===== src/rtl/pipeline_hazard_ctrl.sv =====
// Freeze/flush sequencer for the IF/ID and ID/EXE pipeline registers (RAW stalls, branch flush, SRAM wait).
// Optional HAZARD_PERF_CNT_EN adds saturating stall/flush/wait performance counters.
module pipeline_hazard_ctrl #(
  parameter int MAX_STALL = 3,
  parameter int CNT_W     = 16
) (
  input  logic             clk,
  input  logic             rst,
  input  logic             forward_en,
  input  logic             id_valid,
  input  logic             id_use_src1,
  input  logic             id_two_src,
  input  logic [3:0]       id_src1,
  input  logic [3:0]       id_src2,
  input  logic [3:0]       exe_dest,
  input  logic             exe_wb_en,
  input  logic             exe_mem_r_en,
  input  logic [3:0]       mem_dest,
  input  logic             mem_wb_en,
  input  logic             exe_br_taken,
  input  logic             sram_busy,
  output logic             freeze_pc,
  output logic             freeze_if_id,
  output logic             freeze_id_exe,
  output logic             freeze_late,
  output logic             flush_if_id,
  output logic             flush_id_exe,
  output logic             stall_err,
  output logic [CNT_W-1:0] perf_stall,
  output logic [CNT_W-1:0] perf_flush,
  output logic [CNT_W-1:0] perf_wait
);

  localparam int SC_W = $clog2(MAX_STALL + 1);

  typedef enum logic [1:0] {RUN, STALL, BR_FLUSH, MEM_WAIT} state_t;

  state_t          state_q, state_d;
  logic [SC_W-1:0] stall_cnt_q, stall_cnt_d;
  logic            err_q, err_hit;
  logic            raw_exe, raw_mem, hz;
  logic            stall_issue;
  logic            fz_pc, fz_if_id, fz_id_exe, fz_late, fl_if_id, fl_id_exe;

  assign raw_exe = exe_wb_en & ((id_use_src1 & (id_src1 == exe_dest)) |
                                (id_two_src  & (id_src2 == exe_dest)));
  assign raw_mem = mem_wb_en & ((id_use_src1 & (id_src1 == mem_dest)) |
                                (id_two_src  & (id_src2 == mem_dest)));
  assign hz = forward_en ? (id_valid & raw_exe & exe_mem_r_en)
                         : (id_valid & (raw_exe | raw_mem));

  // Priority sram_busy > branch > hazard; leaving MEM_WAIT spends one idle cycle in RUN before re-evaluating.
  always_comb begin
    state_d     = RUN;
    stall_issue = 1'b0;
    fz_pc       = 1'b0;
    fz_if_id    = 1'b0;
    fz_id_exe   = 1'b0;
    fz_late     = 1'b0;
    fl_if_id    = 1'b0;
    fl_id_exe   = 1'b0;
    if (state_q == MEM_WAIT && !sram_busy) begin
      state_d = RUN;
    end else if (sram_busy) begin
      fz_pc     = 1'b1;
      fz_if_id  = 1'b1;
      fz_id_exe = 1'b1;
      fz_late   = 1'b1;
      state_d   = MEM_WAIT;
    end else if (exe_br_taken) begin
      fl_if_id  = 1'b1;
      fl_id_exe = 1'b1;
      state_d   = BR_FLUSH;
    end else if (hz && state_q != BR_FLUSH) begin
      fz_pc       = 1'b1;
      fz_if_id    = 1'b1;
      fl_id_exe   = 1'b1;
      stall_issue = 1'b1;
      state_d     = STALL;
    end
  end

  // Consecutive-stall counter saturates at MAX_STALL; the limit is flagged in the cycle that reaches it.
  always_comb begin
    stall_cnt_d = '0;
    if (stall_issue) begin
      if (stall_cnt_q == SC_W'(MAX_STALL)) stall_cnt_d = stall_cnt_q;
      else                                 stall_cnt_d = stall_cnt_q + SC_W'(1);
    end
  end

  assign err_hit = stall_issue && (stall_cnt_q >= SC_W'(MAX_STALL - 1));

  always_ff @(posedge clk or negedge rst) begin
    if (!rst) begin
      state_q     <= RUN;
      stall_cnt_q <= '0;
      err_q       <= 1'b0;
    end else begin
      state_q     <= state_d;
      stall_cnt_q <= stall_cnt_d;
      err_q       <= err_q | err_hit;
    end
  end

  assign freeze_pc     = rst & fz_pc;
  assign freeze_if_id  = rst & fz_if_id;
  assign freeze_id_exe = rst & fz_id_exe;
  assign freeze_late   = rst & fz_late;
  assign flush_if_id   = rst & fl_if_id;
  assign flush_id_exe  = rst & fl_id_exe;
  assign stall_err     = rst & (err_q | err_hit);

`ifdef HAZARD_PERF_CNT_EN
  logic [CNT_W-1:0] cnt_stall_q, cnt_flush_q, cnt_wait_q;

  always_ff @(posedge clk or negedge rst) begin
    if (!rst) begin
      cnt_stall_q <= '0;
      cnt_flush_q <= '0;
      cnt_wait_q  <= '0;
    end else begin
      if (stall_issue && cnt_stall_q != '1) cnt_stall_q <= cnt_stall_q + CNT_W'(1);
      if (fl_if_id    && cnt_flush_q != '1) cnt_flush_q <= cnt_flush_q + CNT_W'(1);
      if (fz_late     && cnt_wait_q  != '1) cnt_wait_q  <= cnt_wait_q  + CNT_W'(1);
    end
  end

  assign perf_stall = cnt_stall_q;
  assign perf_flush = cnt_flush_q;
  assign perf_wait  = cnt_wait_q;
`else
  assign perf_stall = '0;
  assign perf_flush = '0;
  assign perf_wait  = '0;
`endif

endmodule


===== config.mk =====
export PLATFORM = sky130hd
export DESIGN_NAME = pipeline_hazard_ctrl
export DESIGN_NICKNAME = d
export VERILOG_FILES = /design/src/rtl/pipeline_hazard_ctrl.sv
export SDC_FILE = /design/constraint.sdc
export NUM_CORES = 1
export LEC_CHECK = 0
export CORE_UTILIZATION = 34
export CTS_BUF_LIST = sky130_fd_sc_hd__clkbuf_16
export CTS_CLUSTER_DIAMETER = 30
export DETAILED_ROUTE_END_ITERATION = 10
export GPL_ROUTABILITY_DRIVEN = 0
export PLACE_DENSITY = 0.87
export REMOVE_ABC_BUFFERS = 1
export SYNTH_ARGS = -nofsm -noshare
export SYNTH_HDL_FRONTEND = slang
export SYNTH_SLANG_ARGS = --single-unit

===== constraint.sdc =====
create_clock -name clk -period 2.3 [get_ports clk]
set_input_delay 0.23 -clock clk [delete_from_list [all_inputs] [get_ports clk]]
set_output_delay 0.23 -clock clk [all_outputs]
set_load 0.05 [all_outputs]

# Yosys cells after proc, flatten, opt, wreduce, memory -nomap -nowiden
# Cells that the tools add are included.
# classes
reduce_logical	4
magnitude_cmp	1
mux	21
eq_ne	8
add_sub_neg	1
bitwise	18
# op_table
operator	count
== test 4 bit	4
two-way mux 1 bit	16
AND 1 bit	14
two-way mux 2 bit	5
== test 2 bit (second input constant)	2
inequality test 2 bit (second input constant)	2
bitwise OR 1 bit	4
logical AND 1 bit	3
adder 2 x 1 -> 2 bit (second input constant)	1
greater-or-equal comparator 2 bit (second input constant)	1
zero test 1 bit	1
# word_totals
wordCells	56
ff_bits	5
out_inout_bits	55

# Logic depth before layout (Yosys ltp)
# Gate-level depths: netlist (run 1).
# depth
depth_word	15
depth_mapped	7
depth_no_buf	6

# Worst setup path before layout (run 1)
# No wires, ideal clock.
# synth_timing
kind	input-to-output
from	input id_src2[1]
to	output stall_err
path_stages	4
n_path_buf	0
arrival_ns	1.743
slack_ns	0.327
t_required_ns	2.070
cell_sequence	xor2_1 -> o41ai_2 -> o21ai_4 -> o31ai_2
# synth_via
elab_chain_len	15
elab_cells_between_ends	21
# synth_rtl
item	line_no	source
start, declared	14	input logic [3:0] id_src2,
== test 4 bit, on equally long branches	46, 48	
AND 1 bit, on equally long branches	46, 48	
bitwise OR 1 bit, on equally long branches	45, 47	
AND 1 bit, on equally long branches	45, 47	
bitwise OR 1 bit / AND 1 bit (equally long branches)	50, 49	
AND 1 bit, on equally long branches	50, 49	
two-way mux 1 bit (*)	49	assign hz = forward_en ? (id_valid & raw_exe & exe_mem_r_en)
logical AND 1 bit (*)	74	end else if (hz && state_q != BR_FLUSH) begin
two-way mux 1 bit (*)	74	
two-way mux 1 bit (*)	70	end else if (exe_br_taken) begin
two-way mux 1 bit (*)	64	end else if (sram_busy) begin
two-way mux 1 bit (*)	62	if (state_q == MEM_WAIT && !sram_busy) begin
logical AND 1 bit (*)	92	assign err_hit = stall_issue && (stall_cnt_q >= SC_W'(MAX_STALL - 1));
bitwise OR 1 bit (*)	112	assign stall_err = rst & (err_q | err_hit);
AND 1 bit (*)	112	
end, declared	28	output logic stall_err,
# Mark *: on every way between the ends. The rest lies on a longest branch, timed or not.

# Worst setup path in the final report (run 1)
# layout_timing
from	input exe_dest[3]
to	output stall_err
# layout_via
elab_chain_len	15
elab_cells_between_ends	19
# layout_rtl
item	line_no	source
start, declared	15	input logic [3:0] exe_dest,
== test 4 bit, on equally long branches	45, 46	
AND 1 bit, on equally long branches	45, 46	
bitwise OR 1 bit (*)	45	assign raw_exe = exe_wb_en & ((id_use_src1 & (id_src1 == exe_dest)) |
AND 1 bit (*)	45	
bitwise OR 1 bit / AND 1 bit (equally long branches)	50, 49	
AND 1 bit, on equally long branches	50, 49	
two-way mux 1 bit (*)	49	
logical AND 1 bit (*)	74	
two-way mux 1 bit (*)	74	
two-way mux 1 bit (*)	70	
two-way mux 1 bit (*)	64	
two-way mux 1 bit (*)	62	
logical AND 1 bit (*)	92	
bitwise OR 1 bit (*)	112	
AND 1 bit (*)	112	
# Marked as above.

==> metrics.txt, run 1 <==
synthesized instance count 110; CTS Buffer Depth 2; Sw Share 42.6%; CP arrival 1.98 ns; cts bufs inserted 3; Pint 0.398 mW; sequential share of power 13.2%; worst reg-to-reg setup slack 0.95 ns; vias in the first global route 617; xor and xnor area share after synthesis 16.4%; share of the core filled with cells 49.7%; total global routing overflow 0; Starting Density 36.4%; Pre-antenna DRT Iters 3; Crit. End Element output port; R2R Path End err_q; PwrDens 558 mW/mm^2; fillers 239; Seq cells post-synth 5; CP Cell Sequence clkdlybuf4s50_1 -> xor2_1 -> nor4_2 -> nand3_1 -> o41ai_2 -> o21ai_4 -> o31ai_4 -> buf_12; Final Setup Violations 0; number of antenna violations at the first check in global routing 0; io pins 82; Setup Crit Path Kind input pin to output port; max-cap violation count 0; top cells by area, synth buf_4, dfrtp_1, xor2_1; crit path max fanout 2; Peak Freq 452 MHz; sequential-to-total area share from yosys stat 13.8%; Routed WL 1700 um; Min-Delay Path Class input pin to asynchronous set/reset pin; root buf cell clkbuf_16; Post-Syn Area per Cell 8.27 sq um; DIE AREA 0.00289 sq mm; Final Worst Setup Slack 0.0888 ns; Design Power 0.694 mW; CTS tree yes; diode count 0; first-pass GRT wire length 2420 um; antenna-violating nets left 0; DR DRC count 0; Clock Latency Late Sink 0.23 ns; delay of the slowest critical-path stage 0.45 ns; Clock Power Share 40.4%; number of synthesized flops with an enable pin 0; Avg Vias per Cell 3.90; final hold vios 0; status finished clean; pin count of the biggest net entering global routing 8; GRT Util Overall 11.7%; Die Span Y 53.7 um; IR drop worst, VDD 405 uV; die width 53.7 um; final setup skew 0.00127 ns; NumNets Final 176; minimum hold slack 0.192 ns; CTS H-tree lvls 1; post-synthesis mux area share 0%; num rows 18; Tcrit/Tclk final 96.1%; RSZ-0062 raised after global routing true; minimum clock period 2.21 ns; R2R cell count 5; area share of the largest cell type after synthesis 41.3%; top-count cell post-synth buf_4; CTS Hold Buffers Added 0; Max Transition Viols Final 0; Core ar. 0.00250 sq mm; ys flop type dfrtp_1; Reg clk slew, reported paths 0.03 ns; post-DP HPWL 1470 um; Setup crit start exe_dest[3]; Logic pwr share 46.4%; FF-to-FF Start state_q[1]; via count 686; Psw 0.295 mW; Mapped Area 910 sq um; First DRT Iteration DRCs 4; area leader, netlist buf_4; Area Growth Syn to Fin 36.7%; Setup WS pre-CTS 0.0230 ns; simple-gate share of the synthesized area 12.9%; Worst EP required 2.07 ns; top post-synthesis cells by count buf_4, xor2_1, xnor2_1; YS warnings 0; post-synthesis adder-cell area fraction 2.75%; largest family of logic cells by synthesized area buffers and inverters; slowest CP cell clkdlybuf4s50_1; routed len/inst 9.66 um; setup TNS 0 ns; share of layout cells above drive strength 1 14.4%; Setup crit end stall_err; Post-synth ARST share 100%; Synth Area in Compound Gates 11.3%; clk sinks 5; startpoint types input pin; Cell variety after synth 26; Buffers on Ports 33; leak pwr 0.602 nW
-- metal layers --
metal  up-vias  share of wire [%]  global-route usage, %
met5         -                  0                      0
met3         2                6.1                   2.54
met4         0               0.94                   2.63
met2        33                 59                   24.5
met1       323                 34                   11.2
li1        328                  -                      -
-- flip-flops by register name (all words and copies together) (netlist names) --
signal and count:
stall_cnt_q 2, err_q 1, state_q 2
-- how the worst min path moves through the flow --
stage          startpoint         end  slack, ns
3_5_place_dp          rst  state_q[0]       0.43
4_1_cts               rst  state_q[0]       0.19
6_report              rst  state_q[0]       0.19
2_1_floorplan         rst       err_q      -0.07
3_3_place_gp          rst  state_q[0]       0.43
5_1_grt               rst  state_q[1]       0.19
-- power groups by stage --
| stage | clock network (mW) | registers, mW | logic [mW] |
|---|---|---|---|
| 2_1_floorplan | 0 | 0.0922 | 0.229 |
| 4_1_cts | 0.286 | 0.0914 | 0.316 |
| 3_3_place_gp | 0 | 0.0923 | 0.314 |
| 3_5_place_dp | 0 | 0.0924 | 0.315 |
| 5_1_grt | 0.294 | 0.0913 | 0.338 |
| 6_report | 0.280 | 0.0914 | 0.322 |
-- kinds of logic after synthesis --
logic type               count (synthesis)
AO/OA/AOI/OAI                           10
buffers and inverters                   53
AND/OR/NAND/NOR                         22
other                                    1
XOR/XNOR                                17
adder cells (fa/ha/maj)                  2
flip-flops                               5
-- cell type report --
cell class	count	area [sq um]	area share [%]
timing repair buffer	35	390	31.4
clock inverter	1	3.75	0.302
tap	30	37.5	3.02
clock buffer	3	75.1	6.04
inverter	3	11.3	0.905
multi-input combinational	99	601	48.3
sequential	5	125	10.1
-- worst max-delay path, delay by kind of cell --
family / cells / cell delay (ns)
simple gates: 2 / 0.45
compound gates: 3 / 0.50
xor+xnor: 1 / 0.18
buf+inv: 2 / 0.62
-- cell usage in the layout (no fill, tap or decap) --
cell and n:
buf_4 4, or2b_1 1, o21ai_4 1, nand2b_1 2, a31o_4 1, a21boi_0 1
xor2_1 11, or2_4 1, xnor2_1 6, o21ai_2 1, nor2_1 4, buf_12 5
o31ai_4 1, clkbuf_16 3, a21o_1 1, conb_1 48, nand4_1 2, nor2b_1 2
ha_1 2, dfrtp_1 5, or2_2 1, nand3_1 2, nand2_1 2, a21oi_1 1
a21boi_1 1, o31ai_2 1, o41ai_2 1, clkdlybuf4s50_1 26, and2_1 1, nor4_2 1
nor3_1 3, inv_1 4
-- through the flow --
step / instances / area (sq um)
5_1_grt: 176 / 1240
4_1_cts: 176 / 1220
6_report: 176 / 1240
3_5_place_dp: 172 / 1140
2_1_floorplan: 107 / 711
3_3_place_gp: 172 / 1140
-- timing repair --
action	4_1_cts	5_1_grt
setup buffers	0	0
hold endpoints to repair	0	0
endpoints found under the setup margin	0	4
gates resized for setup	0	5
Note: power is estimated with default switching activity, not from simulation.
==> run 2, diff against run 1 <==
CTS_BUF_LIST = sky130_fd_sc_hd__clkbuf_2   (was sky130_fd_sc_hd__clkbuf_16)
==> run 2 against run 1 <==
  * Die area is the same
  * Via count grew 0.44%
  * Cell area shrank 4.7%
  * Clock power shrank 71%
  * Fmax is essentially flat
  * Global-route usage shrank 0.12 points
  * Hold slack gained 0.0012 ns
  * Non-clock buffer count is the same
  * Largest cell class unchanged
  * Largest power group unchanged
  * Highest routed layer unchanged
==> metrics.txt, run 2 (same netlist as run 1, synthesis figures left out) <==
status finished clean; Setup WS pre-CTS 0.0230 ns (unchanged); Max Transition Viols Final 0 (unchanged); Setup Crit Path Kind input pin to output port; worst reg-to-reg setup slack 0.92 ns (-0.03 ns); Final Setup Violations 0 (unchanged); routed len/inst 9.62 um (-0.41%); first-pass GRT wire length 2420 um (unchanged); die width 53.7 um (unchanged); most frequent cells in the layout conb_1, clkdlybuf4s50_1, xor2_1, xnor2_1; final setup skew 0.00311 ns (+0.00184 ns); Post-CTS Setup Inserts 0 (unchanged); Routed WL 1690 um (-0.41%); num rows 18 (unchanged); R2R Path End err_q; footprint of the multi-input gates 601 sq um (unchanged); minimum clock period 2.21 ns (-0.000350 ns); final hold vios 0 (unchanged); crit path max fanout 2 (unchanged); Starting Density 36.4% (unchanged); DR DRC count 0 (unchanged); antenna-violating nets left 0 (unchanged); sequential share of power 18.4% (+5.2 points); leak pwr 0.577 nW (-4.3%); most common cell after layout, fill and taps aside conb_1; vias in the first global route 635 (+2.9%); Clock Power Share 16.5% (-24 points); startpoint types input pin; diode count 0 (unchanged); Buffers on Ports 33 (unchanged); CTS H-tree lvls 1 (unchanged); GRT Util Overall 11.6% (-0.12 points); NumNets Final 176 (unchanged); Sw Share 55.7% (+13 points); IR drop worst, VDD 238 uV (-41%); CTS Buffer Depth 2 (unchanged); Area Growth Syn to Fin 30.3%; pin count of the biggest net entering global routing 8 (unchanged); CTS tree yes; via count 689 (+0.44%); Reg clk slew, reported paths 0.06 ns (+0.03 ns); Pint 0.219 mW (-45%); Pre-antenna DRT Iters 4 (+1); Setup crit start exe_dest[3]; Setup crit end stall_err; clk sinks 5 (unchanged); FF-to-FF Start state_q[1]; io pins 82 (unchanged); RSZ-0062 raised after global routing true; dpl cells 172 (unchanged); max-cap violation count 0 (unchanged); Worst EP required 2.07 ns (about the same); FF/Latch Area 125 sq um (unchanged); final std cells w/o fill 176 (unchanged); cts bufs inserted 3 (unchanged); Logic pwr share 65.1% (+19 points); share of layout cells above drive strength 1 15.1% (+0.68 points); Top Registers stall_cnt_q (2), state_q (2), err_q (1); Clock Latency Late Sink 0.22 ns (about the same); CP arrival 1.98 ns (about the same); DIE AREA 0.00289 sq mm (unchanged); Min-Delay Path Class input pin to asynchronous set/reset pin; Avg Vias per Cell 3.91 (+0.44%); Crit. End Element output port; PwrDens 417 mW/mm^2 (-25%); Core ar. 0.00250 sq mm (unchanged); post-DP HPWL 1470 um (unchanged); R2R cell count 5 (unchanged); number of antenna violations at the first check in global routing 0 (unchanged); total global routing overflow 0 (unchanged); Tcrit/Tclk final 96.1% (about the same); fillers 247 (+3.3%); Peak Freq 452 MHz (about the same); Psw 0.275 mW (-6.8%); First DRT Iteration DRCs 6 (+2); root buf cell clkbuf_2; Die Span Y 53.7 um (unchanged); Final Worst Setup Slack 0.0891 ns (+0.000350 ns)
-- run 2: cell count changes in the layout (fill, tap and decap cells not counted) --
cell / before / now
clkbuf_2: 0 / 4
clkbuf_16: 3 / 0
inv_1: 4 / 3
-- run 2: layout make-up --
type,instances,share of cell area (%)
Sequential cell,5,10.6
Inverter,3,0.950
Multi-Input combinational cell,99,50.7
Tap cell,30,3.17
Clock buffer,4,1.69
Timing Repair Buffer,35,32.9
-- run 2: what timing repair did --
| item | CTS | global route |
|---|---|---|
| hold buffers | 0 | 0 |
| setup endpoints to repair | 0 | 4 |
| resized for setup | 0 | 5 |
-- run 2: worst min-delay path by stage --
| stage | from | end | slack [ns] | cells after the start |
|---|---|---|---|---|
| global route | rst | state_q[1] | 0.18 | 1 |
| detailed placement | rst | state_q[0] | 0.43 | 1 |
| global placement | rst | state_q[0] | 0.43 | 1 |
| finish | rst | state_q[0] | 0.19 | 1 |
| floorplan | rst | err_q | -0.07 | 0 |
| CTS | rst | state_q[0] | 0.19 | 1 |
-- run 2: metal layers --
metal	vias to the layer above	GRT usage (%)	routed length, um
li1	329	-	-
met1	322	10.6	546
met2	36	24.9	1010
met3	2	2.54	108
met4	0	2.63	23
met5	-	0	0
-- run 2: power by group through the flow --
stage	sequential (mW)	combinational [mW]	clock (mW)
6_report	0.0909	0.322	0.0815
5_1_grt	0.0907	0.338	0.0932
4_1_cts	0.0909	0.316	0.0851
3_5_place_dp	0.0924	0.315	0
3_3_place_gp	0.0923	0.314	0
2_1_floorplan	0.0922	0.229	0
-- run 2: metrics by stage --
stage | power (mW) | hold WS (ns) | TNS (ns) | instance area [sq um] | utilization [%]
finish | 0.494 | 0.193 | 0 | 1180 | 47.4
global route | 0.522 | 0.177 | -0.0186 | 1180 | 47.4
CTS | 0.492 | 0.187 | 0 | 1160 | 46.3
detailed placement | 0.407 | 0.428 | 0 | 1140 | 45.5
global placement | 0.406 | 0.433 | 0 | 1140 | 45.5
floorplan | 0.321 | -0.0656 | 0 | 711 | -
-- run 2: critical path, stage by stage --
cell             delay (ns)
clkdlybuf4s50_1        0.45
xor2_1                 0.19
nor4_2                 0.31
nand3_1                0.14
o41ai_2                0.10
o21ai_4                0.10
o31ai_4                0.29
buf_12                 0.17
==> run 3, diff against run 2 <==
CTS_BUF_LIST = sky130_fd_sc_hd__clkbuf_8   (was sky130_fd_sc_hd__clkbuf_2)
==> run 3 against run 2 <==
  * Cell area grew 2.1%
  * Global-route usage grew 0.41 points
  * Routed wire length grew 0.53%
  * Via count grew 0.29%
  * Largest power group unchanged
  * Register-to-register slack gained 0.02 ns
  * Clock skew shrank 0.0022 ns
  * Total power grew 15%
  * Die area is the same
  * Non-clock buffer count is the same
  * Critical endpoint unchanged
  * Clock power grew 89%
  * Critical path depth is the same
  * Clock-buffer cell count shrank 1
==> metrics.txt, run 3 (same netlist as run 1, synthesis figures left out) <==
status finished clean; setup TNS 0 ns (unchanged); worst reg-to-reg setup slack 0.94 ns (+0.02 ns); cts bufs inserted 3 (unchanged); R2R Path End err_q; Area Growth Syn to Fin 33.0%; total global routing overflow 0 (unchanged); clk sinks 5 (unchanged); Crit. End Element output port; Setup crit start exe_dest[3]; Post-CTS Setup Inserts 0 (unchanged); Design Area, Final 0.00121 sq mm (+2.1%); share of layout cells above drive strength 1 14.4% (-0.68 points); FF-to-FF Start state_q[1]; Avg Vias per Cell 3.93 (+0.29%); Reg clk slew, reported paths 0.03 ns (-0.03 ns); GRT Util Overall 12.0% (+0.41 points); R2R cell count 5 (unchanged); via count 691 (+0.29%); Design Power 0.567 mW (+15%); CP arrival 1.98 ns (about the same); dpl cells 172 (unchanged); Buffers on Ports 33 (unchanged); Clock Latency Late Sink 0.22 ns (about the same); final setup skew 0.000924 ns (-0.00219 ns); Worst EP required 2.07 ns (about the same); placed inst area 0.00114 sq mm (unchanged); DR DRC count 0 (unchanged); Setup Crit Path Kind input pin to output port; fillers 244 (-1.2%); minimum clock period 2.21 ns (-0.00218 ns); die width 53.7 um (unchanged); routed len/inst 9.67 um (+0.53%); pin count of the biggest net entering global routing 8 (unchanged); most common cell after layout, fill and taps aside conb_1; diode count 0 (unchanged); Top Registers stall_cnt_q (2), state_q (2), err_q (1); most frequent cells in the layout conb_1, clkdlybuf4s50_1, xor2_1, xnor2_1; PwrDens 469 mW/mm^2 (+12%); CTS H-tree lvls 1 (unchanged); CTS tree yes; max-cap violation count 0 (unchanged); final hold vios 0 (unchanged); first-pass GRT wire length 2460 um (+1.7%); Core ar. 0.00250 sq mm (unchanged); startpoint types input pin; CTS Buffer Depth 2 (unchanged); Setup crit end stall_err; crit path max fanout 2 (unchanged); io pins 82 (unchanged); Tcrit/Tclk final 96.0% (about the same); final std cells w/o fill 176 (unchanged); RSZ-0062 raised after global routing true; root buf cell clkbuf_8; Pre-antenna DRT Iters 3 (-1); post-DP HPWL 1470 um (unchanged); leak pwr 0.587 nW (+1.8%); NumNets Final 176 (unchanged); First DRT Iteration DRCs 6 (unchanged); Routed WL 1700 um (+0.53%); vias in the first global route 628 (-1.1%); DIE AREA 0.00289 sq mm (unchanged); Starting Density 36.4% (unchanged); num rows 18 (unchanged); Final Setup Violations 0 (unchanged); Max Transition Viols Final 0 (unchanged); IR drop worst, VDD 335 uV (+41%); number of antenna violations at the first check in global routing 0 (unchanged); share of the core filled with cells 48.4% (+1.0 points); Die Span Y 53.7 um (unchanged); Peak Freq 453 MHz (about the same); antenna-violating nets left 0 (unchanged); Min-Delay Path Class input pin to asynchronous set/reset pin; Final Worst Setup Slack 0.0913 ns (+0.00218 ns); Setup WS pre-CTS 0.0230 ns (unchanged); minimum hold slack 0.198 ns (+0.00493 ns)
## run 3: cell count changes in the layout (fill, tap and decap cells not counted)
cell	before	now
clkbuf_2	4	0
clkbuf_8	0	3
inv_1	3	4
## run 3: final cells by class
cell class	instances	area, sq um	share of cell area [%]
Inverter	3	11.3	0.931
Clock buffer	3	41.3	3.41
Multi-Input combinational cell	99	601	49.6
Sequential cell	5	125	10.3
Timing Repair Buffer	35	390	32.3
Clock inverter	1	3.75	0.310
Tap cell	30	37.5	3.10
## run 3: worst min path at each step
stage                 endpoint  slack [ns]  from  depth (start not counted)
global route        state_q[1]        0.20   rst                          1
detailed placement  state_q[0]        0.43   rst                          1
floorplan                err_q       -0.07   rst                          0
CTS                 state_q[0]        0.20   rst                          1
global placement    state_q[0]        0.43   rst                          1
finish              state_q[0]        0.20   rst                          1
## run 3: what timing repair did
item,4_1_cts,5_1_grt
gates resized for setup,0,5
setup endpoints to repair,0,4
hold buffers,0,0
## run 3: routing by layer
layer / up-vias / GRT usage, % / wire (um)
met3: 2 / 3.39 / 111
li1: 330 / - / -
met5: - / 0 / 0
met4: 0 / 2.63 / 16
met2: 36 / 25.1 / 1000
met1: 323 / 11.1 / 570
## run 3: worst max-delay path, stage by stage
cell             delay, ns
clkdlybuf4s50_1       0.45
xor2_1                0.18
nor4_2                0.31
nand3_1               0.14
o41ai_2               0.10
o21ai_4               0.10
o31ai_4               0.30
buf_12                0.17
## run 3: report_power, final
group          switching, mW  leakage (nW)  internal (mW)
Sequential          0.000654        0.0591         0.0907
Clock                 0.0400        0.0269          0.114
Combinational          0.239         0.501         0.0827
Total                  0.280         0.587          0.288
